### config.mk
export PLATFORM = sky130hd
export DESIGN_NAME = usr_shift_burst
export DESIGN_NICKNAME = d
export VERILOG_FILES = /design/src/rtl/usr_shift_burst.sv
export SDC_FILE = /design/constraint.sdc
export NUM_CORES = 1
export LEC_CHECK = 0
export ABC_AREA = 0
export CORE_MARGIN = 3
export CORE_UTILIZATION = 45
export DETAILED_ROUTE_END_ITERATION = 16
export PLACE_DENSITY_LB_ADDON = 0.3
export SETUP_SLACK_MARGIN = 0.15
export SYNTH_ARGS = -nofsm -noshare
export SYNTH_HDL_FRONTEND = slang
export SYNTH_SLANG_ARGS = --single-unit
### constraint.sdc
create_clock -name clk -period 2.25 [get_ports clk]
set_clock_uncertainty 0.15 [all_clocks]
set_input_delay 0.225 -clock clk [delete_from_list [all_inputs] [get_ports clk]]
set_output_delay 0.225 -clock clk [all_outputs]
set_load 0.1 [all_outputs]
### src/rtl/usr_shift_burst.sv
// ============================================================================
//  Module   : usr_shift_burst
//  Brief    : WIDTH-bit universal shift register; one start runs an n-step
//             shift burst with busy/done handshake. Optional: USR_ROTATE_EN.
//  Revision : 1.0
// ============================================================================
`default_nettype none

module usr_shift_burst #(
    parameter int WIDTH = 8,
    parameter int CNT_W = 4
) (
    input  logic             clk,
    input  logic             rst_n,
    input  logic [1:0]       s,
    input  logic [WIDTH-1:0] a,
    input  logic             start,
    input  logic [CNT_W-1:0] n,
    input  logic             en,
    input  logic             ser_l,
    input  logic             ser_r,
`ifdef USR_ROTATE_EN
    input  logic             rot,
`endif
    output logic [WIDTH-1:0] p,
    output logic             so,
    output logic             busy,
    output logic             done
);

    localparam logic [1:0] c_MODE_HOLD = 2'b01;
    localparam logic [1:0] c_MODE_LOAD = 2'b11;

    typedef enum logic [0:0] {
        ST_IDLE  = 1'b0,
        ST_SHIFT = 1'b1
    } state_t;

    state_t           r_state;
    logic [CNT_W-1:0] r_cnt;
    logic             r_dir;      // 0 = left (toward MSB), 1 = right
    logic             w_fill_l;
    logic             w_fill_r;

`ifdef USR_ROTATE_EN
    logic             r_rot;
    assign w_fill_l = r_rot ? p[WIDTH-1] : ser_l;
    assign w_fill_r = r_rot ? p[0]       : ser_r;
`else
    assign w_fill_l = ser_l;
    assign w_fill_r = ser_r;
`endif

    always_ff @(posedge clk or negedge rst_n) begin
        if (!rst_n) begin
            r_state <= ST_IDLE;
            r_cnt   <= '0;
            r_dir   <= 1'b0;
            p       <= '0;
            so      <= 1'b0;
            busy    <= 1'b0;
            done    <= 1'b0;
`ifdef USR_ROTATE_EN
            r_rot   <= 1'b0;
`endif
        end else begin
            done <= 1'b0;
            case (r_state)
                ST_IDLE: begin
                    if (start) begin
                        if (s == c_MODE_LOAD) begin
                            p    <= a;
                            done <= 1'b1;
                        end else if (s == c_MODE_HOLD || n == '0) begin
                            done <= 1'b1;
                        end else begin
                            // Burst armed here; the first shift lands on the next edge.
                            r_dir   <= s[1];
                            r_cnt   <= n;
                            busy    <= 1'b1;
                            r_state <= ST_SHIFT;
`ifdef USR_ROTATE_EN
                            r_rot   <= rot;
`endif
                        end
                    end
                end
                ST_SHIFT: begin
                    if (en) begin
                        if (r_dir) begin
                            p  <= {w_fill_r, p[WIDTH-1:1]};
                            so <= p[0];
                        end else begin
                            p  <= {p[WIDTH-2:0], w_fill_l};
                            so <= p[WIDTH-1];
                        end
                        r_cnt <= r_cnt - 1'b1;
                        if (r_cnt == CNT_W'(1)) begin
                            busy    <= 1'b0;
                            done    <= 1'b1;
                            r_state <= ST_IDLE;
                        end
                    end
                end
                default: r_state <= ST_IDLE;
            endcase
        end
    end

endmodule

`default_nettype wire

==> results.md <==
Placement:
- The final estimated routing congestion in global placement is 0.853.
- During placement, the flow inserted port buffers numbering 30.

Worst setup path:
- STA classifies the critical path endpoint as a register.
- The number of cells on the worst reg-to-reg path is 3.
- The data arrival time of the critical path is roughly 1.8 ns.
- The buffering stage count on the worst path with inverters included is 0.
- The required time at the worst-slack endpoint is 2.28 ns.
- The critical path runs through a total of 3 cells.
- The slowest stage of the critical path belongs to the cell dfrtp_1.
- The cell family contributing the most delay on the critical path is flip-flops.
- The maximum cell stage delay along the critical path is about 0.5 ns.
- The critical path in this run is classified as register to register.
- The startpoint type of the worst setup path is a register.
- Along the worst path, the maximum fanout reaches 8.
- The critical path goes through nand2b_4, o21ai_2, mux2_2.

GRT:
- The pin count of the biggest net entering global routing is 22.
- The total overflow left after global routing is 0.
- The number of antenna violations at the first check in global routing is 0.
- The global-route wire length before repair is around 3600 um.
- The global-route total usage across every layer is around 18%.
- The routing usage on met2 is between 30% and 40%.
- Global routing consumed, on the met1 layer, 20.1% of the routing resources.
- The number of global-route vias before repair was roughly 770.
- The global routing usage on met3 is under 10%.
- The layer flagged by global routing as most heavily used is met2.

STA:
- The number of endpoints failing setup at the final stage is 0.
- For the finished layout, the period the worst path requires is 1.76 ns.
- The number of max-slew violations in the final report is 0.
- The actual slew at the worst max-slew pin is about 0.73 ns.
- Setup repair after global routing left no endpoint under its margin.
- The worst relative slew slack is ~51%.
- The final count of hold timing violations came to 0.
- The setup TNS after final layout is 0 ns.
- Derived from the worst setup path, the maximum achievable clock frequency is about 0.57 GHz.
- In the finished design, the share of the clock period the worst path needs comes to 78.2%.

Route:
- The average wire length per cell after detail routing is around 15 um.
- The detailed router placed a little under 800 vias in this run.
- The via density per instance is 5.13.
- The post-detailed-route DRC marker count is 0.
- The total wire length is about 2200 um.
- The iteration count of the initial detailed-routing pass is 3.
- The count of nets left with antenna violations once routing finished came out at 0.
- The detailed router finished its first iteration with 2 violations.

Finish:
- The ratio of cells with drive above 1 in the final layout is 27.4%.
- The net total in the final layout is about 150.
- In the layout the commonest cells are 19 x clkdlybuf4s50_1, 17 x dfrtp_1, 13 x buf_4.
- The repair_antennas step left the layout with diodes totalling 0.
- From synthesis to final layout, the design area changed by 32.5%.
- Counting the fill cells in the layout gives approximately 170.
- Leaving out fill and tap cells, the most frequent cell in the layout is clkdlybuf4s50_1.

Clocking:
- The count of hold-fix buffers inserted at cts is 0.
- The post-CTS setup-driven buffer insertion count is 0.
- Clock latency on the worst-skew pair, taken at its later pin, is 0.29 ns.
- For this design, the sink count on the clock tree is 17.
- The post-cts resize count is 0.
- TritonCTS built the clock tree.
- In this run the deepest clock path goes through 2 buffers.
- The clock root buffer is clkbuf_4.
- TritonCTS created 3 clock buffers.
- The number of H-tree levels is 1.
- After clock tree synthesis, the clock-pin slew on the worst setup and hold paths is roughly 0.10 ns.

Floorplan:
- The initial utilization of the core area, before any placement, comes to 49.0%.
- The die footprint is between 2000 and 3000 um2.
- The area of the placeable core is 2040 um2.
- The number of placement rows is 16.
- The floorplan step set the die width to ~53 um.
- The die is ~53 um tall.
- For this design the top-level I/O count stands at 31.

Synth:
- After synthesis, the largest family of logic cells by area is multiplexers.
- The proportion of synthesized area in mux cells is ~22%.
- The number of distinct library cell variants in the gate-level netlist after synthesis is 26.
- The count of mapped cells out of synthesis is just over 90.
- Dividing the synthesized area by the synthesized cell count gives 10.9 um2.
- The synthesized netlist net count is between 100 and 150.
- Summing every instance area after synthesis gives 1000 um2.
- The share of synthesized cell area in and, or, nand and nor gates is approximately an eighth.
- The yosys synthesis warning count is 0.
- After Yosys synthesis, full adders, half adders and majority gates account for between 2 and 3% of the synthesized area.
- The area fraction in compound gates after synthesis is 14.0%.
- The share of the Yosys chip area taken by registers is 42.5%.
- The synthesis-stage register bit count is 17.
- The XOR/XNOR share of the synthesized area is about 1.7%.

Worst hold path:
- The min-delay analysis places its worst path in the category input port to asynchronous set/reset pin.

Status:
- The run finished with clean final reports.

Run:
- The tool flagged a number of max-cap violations equal to 0.
path summary, 6_finish.rpt:
| check | start | slack [ns] | end |
|---|---|---|---|
| hold / removal | rst_n | 0.22 | p[1] |
| max in group asynchronous | rst_n | 1.28 | p[0] |
| min in group clk | busy | 0.34 | busy |
| hold reg to reg | busy | 0.34 | busy |
| setup reg to reg | r_state | 0.49 | p[3] |
| setup / recovery | r_state | 0.49 | p[3] |
flip-flops by register name (all words and copies together) (netlist names):
name and flops:
r_dir 1, so 1, r_state 1, r_cnt 4, p 8, done 1, busy 1
stage by stage:
stage                     utilization, %  hold slack [ns]  worst slack (ns)  cells  instance area (um2)
after floorplan                        -           -0.221             0.631     92                 1000
after global placement              63.6            0.315             0.366    147                 1300
after detailed placement            63.6            0.327             0.300    147                 1300
after CTS                           65.0            0.241             0.495    151                 1330
after global routing                65.0            0.262             0.462    151                 1330
final                               65.0            0.215             0.490    151                 1330
Yosys cell counts:
cell type,number,share of area [%]
a22oi_1,1,0.75
a31oi_1,2,1.2
o21a_1,1,0.75
nor2_1,11,4.1
or4_1,1,0.75
a21oi_1,9,4.5
o21ai_0,3,1.5
clkbuf_1,2,0.75
nor4_4,1,2.1
o31ai_4,1,2.1
nand2_1,3,1.1
o31ai_1,2,1.5
or4b_4,1,1.4
a21o_1,1,0.75
xnor2_1,2,1.8
nand2_4,1,1.1
inv_1,4,1.5
buf_6,1,1.1
mux2i_1,10,10
mux2_2,11,12
ha_1,2,2.5
nor3_1,2,1.0
dfrtp_1,17,43
nand2b_4,1,1.4
o21ai_2,1,0.88
buf_2,1,0.50
cell type report:
type	count	area (um2)	share of cell area [%]
tap	27	33.8	2.55
multi-input combinational	67	537	40.5
clock inverter	1	5.00	0.377
inverter	4	15.0	1.13
timing repair buffer	32	288	21.7
clock buffer	3	22.5	1.70
sequential	17	425	32.1
per-layer routing:
layer  up-vias  wire length, um
met2        12             1220
met1       363              897
li1        397                -
met3         2               77
met4         0               23
met5         -                0
cells by family after synthesis:
logic type | Yosys count
xor gates and xnor gates | 2
AOI/OAI and AO/OA | 21
adders and majority gates | 2
muxes | 21
and+or+nand+nor | 21
DFF | 17
buffers and inverters | 8
Power is left out: the tool's default activity adds up to more than one toggle a clock period on the data nets, which glitch-free logic cannot reach.
